$ cat src/rtl/power_sequence_arbiter_if.sv
// power_sequence_arbiter_if
// Bundles the request/handshake signals between the power sequence arbiter
// and its environment (request register on one side, switch chains on the
// other).
//   want_on        : requested power state per domain (level)
//   domain_request : drives parent_request of each chain root
//   domain_ready   : chain fully powered (child_ready of last stage)
//   domain_silent  : chain fully off (child_silent of last stage)
//   domain_on      : domain powered and usable
//   busy           : arbiter not idle
//   active_index   : domain currently being sequenced
//   timeout_err    : sticky per-domain watchdog error
//   err_clear      : clears all timeout_err bits
// Modports: master = arbiter side, slave = environment side.
interface power_sequence_arbiter_if #(
    parameter int N = 4
);
    localparam int IW = (N > 1) ? $clog2(N) : 1;

    logic [N-1:0]  want_on;
    logic [N-1:0]  domain_request;
    logic [N-1:0]  domain_ready;
    logic [N-1:0]  domain_silent;
    logic [N-1:0]  domain_on;
    logic          busy;
    logic [IW-1:0] active_index;
    logic [N-1:0]  timeout_err;
    logic          err_clear;

    modport master (
        input  want_on, domain_ready, domain_silent, err_clear,
        output domain_request, domain_on, busy, active_index, timeout_err
    );

    modport slave (
        output want_on, domain_ready, domain_silent, err_clear,
        input  domain_request, domain_on, busy, active_index, timeout_err
    );
endinterface

$ cat src/rtl/power_sequence_arbiter.sv
// power_sequence_arbiter
// Serialises power transitions of up to N power-switch chains: one domain
// ramps at a time, pending domains are served round-robin, and a fixed
// settle gap follows every completed transition.
// Ports:
//   clock        : sole clock
//   sync_resetn  : synchronous active-low reset
//   bus (master) : want_on / domain_request / domain_ready / domain_silent /
//                  domain_on / busy / active_index / timeout_err / err_clear
// Optional feature macro: POWER_SEQ_TIMEOUT_EN (per-transition watchdog with
// sticky timeout_err; without it the ramp states wait indefinitely and
// timeout_err is tied 0).
//
// state     | meaning
// ----------+-------------------------------------------------------------
// IDLE      | search pending set from last+1, launch next transition
// RAMP_UP   | request raised, waiting for domain_ready of active domain
// RAMP_DOWN | request dropped, waiting for domain_silent of active domain
// SETTLE    | fixed idle gap before the next transition may start
module power_sequence_arbiter #(
    parameter int N              = 4,
    parameter int SETTLE_CYCLES  = 8,
    parameter int TIMEOUT_CYCLES = 1024
) (
    input logic                      clock,
    input logic                      sync_resetn,
    power_sequence_arbiter_if.master bus
);
    localparam int IW = (N > 1) ? $clog2(N) : 1;

    typedef enum logic [1:0] {
        IDLE      = 2'd0,
        RAMP_UP   = 2'd1,
        RAMP_DOWN = 2'd2,
        SETTLE    = 2'd3
    } state_t;

    state_t        state_q, state_d;
    logic [N-1:0]  req_q, req_d;
    logic [N-1:0]  on_q, on_d;
    logic [IW-1:0] idx_q, idx_d;
    logic [IW-1:0] last_q, last_d;
    logic [7:0]    settle_q, settle_d;

    logic [N-1:0]  err_mask;
    logic [N-1:0]  pending;
    logic          sel_found;
    logic [IW-1:0] sel_idx;
    logic [IW-1:0] cand;

`ifdef POWER_SEQ_TIMEOUT_EN
    logic [15:0]   wdog_q, wdog_d;
    logic [N-1:0]  err_q, err_d;
    logic          wdog_hit;

    assign wdog_hit = (wdog_q == 16'(TIMEOUT_CYCLES - 1));
    assign err_mask = err_q;
`else
    logic          unused_err_clear;

    assign unused_err_clear = bus.err_clear;
    assign err_mask         = '0;
`endif

    // A domain is pending while its request level disagrees with want_on;
    // domains holding a watchdog error are parked until cleared.
    assign pending = (bus.want_on ^ req_q) & ~err_mask;

    // Round-robin search starting just after the last served domain.
    always_comb begin
        sel_found = 1'b0;
        sel_idx   = '0;
        cand      = '0;
        for (int k = 1; k <= N; k++) begin
            cand = IW'((int'(last_q) + k) % N);
            if (!sel_found && pending[cand]) begin
                sel_found = 1'b1;
                sel_idx   = cand;
            end
        end
    end

    always_comb begin
        state_d  = state_q;
        req_d    = req_q;
        on_d     = on_q;
        idx_d    = idx_q;
        last_d   = last_q;
        settle_d = settle_q;
`ifdef POWER_SEQ_TIMEOUT_EN
        wdog_d   = wdog_q;
        // A timeout set below in the same cycle overrides this clear.
        err_d    = err_q & ~{N{bus.err_clear}};
`endif
        unique case (state_q)
            IDLE: begin
                if (sel_found) begin
                    idx_d          = sel_idx;
                    last_d         = sel_idx;
                    req_d[sel_idx] = ~req_q[sel_idx];
`ifdef POWER_SEQ_TIMEOUT_EN
                    wdog_d         = '0;
`endif
                    if (req_q[sel_idx]) begin
                        // Domain becomes unusable as soon as teardown starts.
                        on_d[sel_idx] = 1'b0;
                        state_d       = RAMP_DOWN;
                    end else begin
                        state_d       = RAMP_UP;
                    end
                end
            end
            RAMP_UP: begin
`ifdef POWER_SEQ_TIMEOUT_EN
                wdog_d = wdog_q + 16'd1;
`endif
                if (bus.domain_ready[idx_q]) begin
                    on_d[idx_q] = 1'b1;
                    settle_d    = 8'(SETTLE_CYCLES);
                    state_d     = SETTLE;
                end
`ifdef POWER_SEQ_TIMEOUT_EN
                else if (wdog_hit) begin
                    err_d[idx_q] = 1'b1;
                    settle_d     = 8'(SETTLE_CYCLES);
                    state_d      = SETTLE;
                end
`endif
            end
            RAMP_DOWN: begin
`ifdef POWER_SEQ_TIMEOUT_EN
                wdog_d = wdog_q + 16'd1;
`endif
                if (bus.domain_silent[idx_q]) begin
                    settle_d = 8'(SETTLE_CYCLES);
                    state_d  = SETTLE;
                end
`ifdef POWER_SEQ_TIMEOUT_EN
                else if (wdog_hit) begin
                    err_d[idx_q] = 1'b1;
                    settle_d     = 8'(SETTLE_CYCLES);
                    state_d      = SETTLE;
                end
`endif
            end
            SETTLE: begin
                if (settle_q == 8'd1) begin
                    state_d = IDLE;
                end else begin
                    settle_d = settle_q - 8'd1;
                end
            end
            default: state_d = IDLE;
        endcase
    end

    always_ff @(posedge clock) begin
        if (!sync_resetn) begin
            state_q  <= IDLE;
            req_q    <= '0;
            on_q     <= '0;
            idx_q    <= '0;
            last_q   <= IW'(N - 1);
            settle_q <= '0;
`ifdef POWER_SEQ_TIMEOUT_EN
            wdog_q   <= '0;
            err_q    <= '0;
`endif
        end else begin
            state_q  <= state_d;
            req_q    <= req_d;
            on_q     <= on_d;
            idx_q    <= idx_d;
            last_q   <= last_d;
            settle_q <= settle_d;
`ifdef POWER_SEQ_TIMEOUT_EN
            wdog_q   <= wdog_d;
            err_q    <= err_d;
`endif
        end
    end

    assign bus.domain_request = req_q;
    assign bus.domain_on      = on_q;
    assign bus.busy           = (state_q != IDLE);
    assign bus.active_index   = idx_q;
`ifdef POWER_SEQ_TIMEOUT_EN
    assign bus.timeout_err    = err_q;
`else
    assign bus.timeout_err    = '0;
`endif

endmodule
$ cat src/flat_wrapper.sv
// flat-port wrapper written by rule: the top's interface ports become plain ports
module power_sequence_arbiter_flat 
#(
    parameter int N              = 4,
    parameter int SETTLE_CYCLES  = 8,
    parameter int TIMEOUT_CYCLES = 1024
)
  (clock, sync_resetn, bus_want_on, bus_domain_ready, bus_domain_silent, bus_err_clear, bus_domain_request, bus_domain_on, bus_busy, bus_active_index, bus_timeout_err);
  power_sequence_arbiter_if #(.N(N)) bus_i ();
  input logic clock;
  input logic sync_resetn;
  input wire logic [$bits(bus_i.want_on)-1:0] bus_want_on;
  input wire logic [$bits(bus_i.domain_ready)-1:0] bus_domain_ready;
  input wire logic [$bits(bus_i.domain_silent)-1:0] bus_domain_silent;
  input wire logic [$bits(bus_i.err_clear)-1:0] bus_err_clear;
  output wire logic [$bits(bus_i.domain_request)-1:0] bus_domain_request;
  output wire logic [$bits(bus_i.domain_on)-1:0] bus_domain_on;
  output wire logic [$bits(bus_i.busy)-1:0] bus_busy;
  output wire logic [$bits(bus_i.active_index)-1:0] bus_active_index;
  output wire logic [$bits(bus_i.timeout_err)-1:0] bus_timeout_err;
  assign bus_i.want_on = bus_want_on;
  assign bus_i.domain_ready = bus_domain_ready;
  assign bus_i.domain_silent = bus_domain_silent;
  assign bus_i.err_clear = bus_err_clear;
  assign bus_domain_request = bus_i.domain_request;
  assign bus_domain_on = bus_i.domain_on;
  assign bus_busy = bus_i.busy;
  assign bus_active_index = bus_i.active_index;
  assign bus_timeout_err = bus_i.timeout_err;
  power_sequence_arbiter #(.N(N), .SETTLE_CYCLES(SETTLE_CYCLES), .TIMEOUT_CYCLES(TIMEOUT_CYCLES)) u_core (.clock(clock), .sync_resetn(sync_resetn), .bus(bus_i));
endmodule
$ cat config.mk
export PLATFORM = sky130hd
export DESIGN_NAME = power_sequence_arbiter_flat
export DESIGN_NICKNAME = d
export VERILOG_FILES = /design/src/rtl/power_sequence_arbiter_if.sv /design/src/rtl/power_sequence_arbiter.sv /design/src/flat_wrapper.sv
export SDC_FILE = /design/constraint.sdc
export NUM_CORES = 1
export LEC_CHECK = 0
export CORE_MARGIN = 3
export CORE_UTILIZATION = 35
export CTS_CLUSTER_DIAMETER = 200
export CTS_CLUSTER_SIZE = 12
export DETAILED_ROUTE_END_ITERATION = 12
export MAX_ROUTING_LAYER = met4
export PLACE_DENSITY = 0.6
export SYNTH_ARGS = -nofsm -noshare
export SYNTH_HDL_FRONTEND = slang
export SYNTH_SLANG_ARGS = --single-unit
$ cat constraint.sdc
create_clock -name clock -period 3.85 [get_ports clock]
set_input_delay 0.5775 -clock clock [delete_from_list [all_inputs] [get_ports clock]]
set_output_delay 0.5775 -clock clock [all_outputs]
set_load 0.01 [all_outputs]
==> results of run 1 <==
==> flip-flops by register name, indices dropped and copies added, names as in the netlist <==
name and flops:
u_core.settle_q 8, u_core.bus.domain_on 4, u_core.bus.domain_request 4, u_core.bus.active_index 2, u_core.last_q 2, u_core.state_q 2
==> layout by cell type (no fill, tap or decap), types with 5 or more instances in the layout <==
cell type,synthesis,final
ha_1,6,6
o21ai_0,5,5
a21oi_1,13,13
dfxtp_1,22,22
xor2_1,7,7
nand4_1,6,6
clkdlybuf4s50_1,0,24
nor2_1,14,14
nand2_1,12,12
xnor2_1,8,8
inv_1,10,10
nand3_1,10,10
==> power by group <==
part	leakage (nW)	switching (W)	internal (W)
combinational	0.423	0.000442	0.000344
sequential	0.180	0.000115	0.000313
clock	0.0216	0.0000699	0.0000697
==> how the worst max path moves through the flow <==
stage                        endpoint
global placement    u_core.state_q[1]
floorplan           u_core.state_q[1]
finish              u_core.state_q[1]
CTS                 u_core.state_q[1]
global route        u_core.state_q[1]
detailed placement  u_core.state_q[1]
==> per-stage QoR <==
step | setup slack (ps) | hold slack, ps
5_1_grt | 595.3 | 529.1
3_3_place_gp | 780.9 | 476.8
3_5_place_dp | 609.8 | 490.0
6_report | 792.6 | 503.7
4_1_cts | 860.1 | 501.4
2_1_floorplan | 1781 | 463.3
==> logic make-up after synthesis <==
kind of cell,share of synthesized area [%]
AOI/OAI and AO/OA,19.36
xor gates and xnor gates,9.546
adders and majority gates,5.454
buffers and inverters,6.727
DFF,32.00
muxes,3.818
other,0.2725
and+or+nand+nor,22.82
==> tightest hold or removal path, stage by stage (launching register included) <==
cell and delay [ps]:
dfxtp_1 350, nand2_1 70, o2bb2ai_1 50
==> layout make-up <==
type | count | area [um2]
multi-input combinational | 126 | 854.6
tap | 48 | 60.06
inverter | 10 | 37.54
fill | 375 | 2042
timing repair buffer | 24 | 240.2
sequential | 22 | 440.4
clock buffer | 3 | 41.29
==> synth_stat cells (2+ instances only) <==
cell / n / area [um2]
nand3_1: 10 / 50.05
dfxtp_1: 22 / 440.4
xor2_1: 7 / 61.31
buf_4: 4 / 30.03
ha_1: 6 / 75.07
a21oi_1: 13 / 65.06
mux4_1: 2 / 52.55
xnor2_1: 8 / 70.07
nor4_1: 2 / 12.51
o21ai_0: 5 / 25.02
nand4_1: 6 / 37.54
o221ai_1: 4 / 35.03
nand2_1: 12 / 45.04
o31ai_1: 3 / 22.52
clkbuf_1: 4 / 15.01
nor3_1: 2 / 10.01
or2b_1: 2 / 15.01
and2_1: 3 / 18.77
inv_1: 10 / 37.54
nor2_1: 14 / 52.55
a21boi_0: 2 / 15.01
buf_2: 2 / 10.01
==> metal layers <==
| layer | GRT usage (%) | routed length [um] | up-vias |
|---|---|---|---|
| li1 | - | - | 629 |
| met1 | 17.62 | 1396 | 590 |
| met2 | 26.34 | 1649 | 35 |
| met3 | 2.917 | 133 | 6 |
| met4 | 4.623 | 46 | 0 |
| met5 | - | 0 | - |
==> flow_metrics.env, run 1 <==
export IMPL_post_route_period_util_pct=79.41
export IMPL_cts_buffer_depth=2
export IMPL_grt_max_degree=18
export IMPL_regToRegSetupSlack_ps=1110
export IMPL_path_cells="clkdlybuf4s50_1, xnor2_1, o221ai_1, a32oi_1, o21ai_0, nand3_1, a31oi_1"
export IMPL_antenna_found_initial=0
export IMPL_hold_viol=0
export IMPL_cp_end_kind="register"
export IMPL_crit_family="compound AO/OA/AOI/OAI gates"
export IMPL_postRouteAntennaNets=0
export IMPL_cp_arrival_ps=3170
export IMPL_r2r_end="u_core.state_q[1]"
export IMPL_crit_type="in -> reg"
export IMPL_max_stage_delay_ps=780
export IMPL_h_tree_depth=1
export IMPL_dpl_cell_count=230
export IMPL_seq_area_frac_synth_pct=32.00
export IMPL_ios=30
export IMPL_drv_slew=0
export IMPL_required_ps=3960
export IMPL_synth_flop_cell="dfxtp_1"
export IMPL_holdPathStages=2
export IMPL_worstSetupPathDepth=7
export IMPL_place_gp_congestion=0.8194
export IMPL_period_needed_ps=3057
export IMPL_synth_async_reset_ratio_pct=0
export IMPL_io_buffer_count=24
export IMPL_dpl_hpwl_mm=2.493
export IMPL_worst_hold_path_type="reg -> reg"
export IMPL_die_h_um=68.71
export IMPL_fmax_mhz=327.1
export IMPL_placed_cell_area_mm2=0.001633
export IMPL_r2r_cells=6
export IMPL_r2r_start="u_core.bus.domain_request[3]"
export IMPL_synth_edff_count=0
export IMPL_num_rows=22
export IMPL_final_core_util_pct=45.05
export IMPL_placeableCoreArea_mm2=0.003716
export IMPL_grt_pass1_wl_mm=5.340
export IMPL_rsz0062_at_grt="false"
export IMPL_synth_distinct_cells=44
export IMPL_peakVddDrop_v=0.0002775
export IMPL_setup_tns_ps=0
export IMPL_drt_initial_drc_count=47
export IMPL_p_per_area_mw_per_mm2=808.3
export IMPL_cts_sinks=22
export IMPL_cts_setup_buffers=0
export IMPL_vias=1260
export IMPL_total_leakage_power_nw=0.6246
export IMPL_gr_total_overflow=0
export IMPL_cp_buffers_inverters=1
export IMPL_syn_area_per_cell_um2=8.341
export IMPL_cts_resized=0
export IMPL_start_kind="input port"
export IMPL_numCtsBuffers=3
export IMPL_path_clk_slew_ps=80
export IMPL_design_area_mm2=0.001674
export IMPL_die_w_um=68.71
export IMPL_fin_cells=233
export IMPL_min_from="u_core.state_q[0]"
export IMPL_track_usage_pct=15.15
export IMPL_cts_tree="done"
export IMPL_dieArea_mm2=0.004721
export IMPL_setup_worst_path_start="bus_want_on[3]"
export IMPL_fin_nets=208
export IMPL_area_delta_synth_final_pct=21.64
export IMPL_grt_pass1_vias=1241
export IMPL_syn_inst=165
export IMPL_ys_ff_latch=22
export IMPL_initial_core_util_pct=37.04
export IMPL_maxCapViolCount=0
export IMPL_drive_gt1_share_pct=3.243
export IMPL_outcome="finished, final reports clean"
export IMPL_drc=0
export IMPL_ys_warn_count=0
export IMPL_cts_root_buf="clkbuf_8"
export IMPL_slowest_stage="a32oi_1"
export IMPL_total_power_w=0.001353
export IMPL_holdPathEnd="u_core.state_q[0]"
export IMPL_critPathMaxFanout=13
export IMPL_routedWlPerCell_um=13.85
export IMPL_first_pass_iters=5
export IMPL_tightest_slew_ps=999.4
export IMPL_insertion_delay_ps=260
export IMPL_num_antenna_cells=0
export IMPL_fin_skew_ps=5.858
export IMPL_ctsHoldBuffers=0
export IMPL_relSlewSlack_pct=33.38
export IMPL_viasPerCell=5.408
export IMPL_routed_wl_mm=3.226
export IMPL_synth_area_mm2=0.001376
export IMPL_setup_viol=0
Note: power is estimated with default switching activity, not from simulation.
==> inputs of run 2 (changes only) <==
--- a/config.mk
+++ b/config.mk
@@ -11,7 +11,7 @@
 export CTS_CLUSTER_SIZE = 12
 export DETAILED_ROUTE_END_ITERATION = 12
 export MAX_ROUTING_LAYER = met4
-export PLACE_DENSITY = 0.6
+export PLACE_DENSITY = 0.62
 export SYNTH_ARGS = -nofsm -noshare
 export SYNTH_HDL_FRONTEND = slang
 export SYNTH_SLANG_ARGS = --single-unit
==> constraint.sdc (replaced) <==
create_clock -name clock -period 2.7 [get_ports clock]
set_input_delay 0.405 -clock clock [delete_from_list [all_inputs] [get_ports clock]]
set_output_delay 0.405 -clock clock [all_outputs]
set_load 0.01 [all_outputs]
==> flow_metrics.env, run 2 (synthesized netlist as in run 1, its figures left out) <==
export IMPL_final_cell_mix="clkdlybuf4s50_1, dfxtp_1, nor2_1"
export IMPL_post_route_period_util_pct=85.06
export IMPL_initial_core_util_pct=37.04
export IMPL_final_common_cell="clkdlybuf4s50_1"
export IMPL_routedWlPerCell_um=13.73
export IMPL_die_h_um=68.71
export IMPL_ios=30
export IMPL_largest_reg_flops=8
export IMPL_io_buffer_count=24
export IMPL_path_clk_slew_ps=80
export IMPL_ctsHoldBuffers=0
export IMPL_multi_input_area_um2=854.6
export IMPL_grt_max_degree=13
export IMPL_postLayoutSetupSlackWorst_ps=403.3
export IMPL_drc=0
export IMPL_gr_total_overflow=0
export IMPL_dpl_hpwl_mm=2.497
export IMPL_place_ws_ps=154.4
export IMPL_fin_nets=213
export IMPL_outcome="finished, final reports clean"
export IMPL_crit_type="in -> reg"
export IMPL_maxCapViolCount=0
export IMPL_fmax_mhz=435.4
export IMPL_holdPathStages=2
export IMPL_placeableCoreArea_mm2=0.003716
export IMPL_r2r_end="u_core.bus.domain_request[3]"
export IMPL_r2r_start="u_core.bus.domain_request[2]"
export IMPL_routed_wl_mm=3.268
export IMPL_first_pass_iters=4
export IMPL_p_per_area_mw_per_mm2=1170
export IMPL_n_fill_cell=375
export IMPL_grt_pass1_wl_mm=5.699
export IMPL_setup_viol=0
export IMPL_hold_viol=0
export IMPL_design_area_mm2=0.001712
export IMPL_r2r_cells=6
export IMPL_regToRegSetupSlack_ps=540
export IMPL_insertion_delay_ps=260
export IMPL_total_leakage_power_nw=0.6482
export IMPL_period_needed_ps=2297
export IMPL_top_register="u_core.settle_q"
export IMPL_die_w_um=68.71
export IMPL_h_tree_depth=1
export IMPL_drive_gt1_share_pct=5.789
export IMPL_rsz0062_at_grt="false"
export IMPL_peakVddDrop_v=0.0005232
export IMPL_required_ps=2820
export IMPL_area_delta_synth_final_pct=24.36
export IMPL_cts_tree="done"
export IMPL_viasPerCell=5.294
export IMPL_vias=1260
export IMPL_min_from="u_core.state_q[0]"
export IMPL_start_kind="input port"
export IMPL_postRouteAntennaNets=0
export IMPL_grt_pass1_vias=1274
export IMPL_fin_skew_ps=1.859
export IMPL_setup_tns_ps=0
export IMPL_cts_sinks=22
export IMPL_cp_end_kind="register"
export IMPL_total_power_w=0.002003
export IMPL_num_antenna_cells=0
export IMPL_drt_initial_drc_count=40
export IMPL_track_usage_pct=16.15
export IMPL_cts_buffer_depth=2
export IMPL_cts_root_buf="clkbuf_8"
export IMPL_final_core_util_pct=46.06
export IMPL_placed_cell_area_mm2=0.001670
export IMPL_antenna_found_initial=0
export IMPL_cts_resized=0
export IMPL_dieArea_mm2=0.004721
export IMPL_num_rows=22
export IMPL_cts_setup_buffers=0
export IMPL_numCtsBuffers=3
export IMPL_place_gp_congestion=0.7781
export IMPL_holdPathEnd="u_core.state_q[0]"
export IMPL_regArea_um2=440.4
export IMPL_drv_slew=0
export IMPL_critPathMaxFanout=6
export IMPL_cp_arrival_ps=2420
export IMPL_worst_hold_path_type="reg -> reg"
## run 2: cell types whose count changed in the layout (fill, tap and decap cells not counted)
cell	delta
buf_4	+5
## run 2: worst max-delay path by stage
stage               slack, ps                          from  depth (start not counted)           endpoint
floorplan                 760  u_core.bus.domain_request[0]                          8  u_core.state_q[1]
global placement          230                bus_want_on[3]                          7  u_core.state_q[1]
detailed placement        150                bus_want_on[3]                          7  u_core.state_q[1]
CTS                       420                bus_want_on[3]                          7  u_core.state_q[1]
global route              210                bus_want_on[3]                          7  u_core.state_q[1]
finish                    400                bus_want_on[3]                          7  u_core.state_q[1]
## run 2: power breakdown
part	internal, W	switching [W]
clock network	0.0000997	0.000107
registers	0.000446	0.000164
logic	0.000546	0.000641
total	0.00109	0.000912
## run 2: routing by layer
metal	up-vias	GRT usage (%)	part of all wire [%]
met2	25	27.06	50
met5	-	-	0
li1	637	-	-
met4	0	5.839	1.4
met3	6	3.404	3.3
met1	592	19.05	45
## run 2: worst max-delay path, stage by stage
cell	delay, ps
clkdlybuf4s50_1	440
xnor2_1	370
o221ai_1	260
and2_0	330
a211o_1	380
nand3_1	120
a31oi_1	100
## run 2: through the flow
step / std cells / hold WS, ps
after floorplan: 168 / 463.3
after global placement: 235 / 481.2
after detailed placement: 235 / 499.4
after CTS: 238 / 508.3
after global routing: 238 / 560.3
final: 238 / 519.0
## run 2: area by class of cell
cell class | count | area share (%)
sequential | 22 | 25.73
inverter | 10 | 2.193
timing repair buffer | 29 | 16.23
clock buffer | 3 | 2.412
multi-input combinational | 126 | 49.93
tap | 48 | 3.509
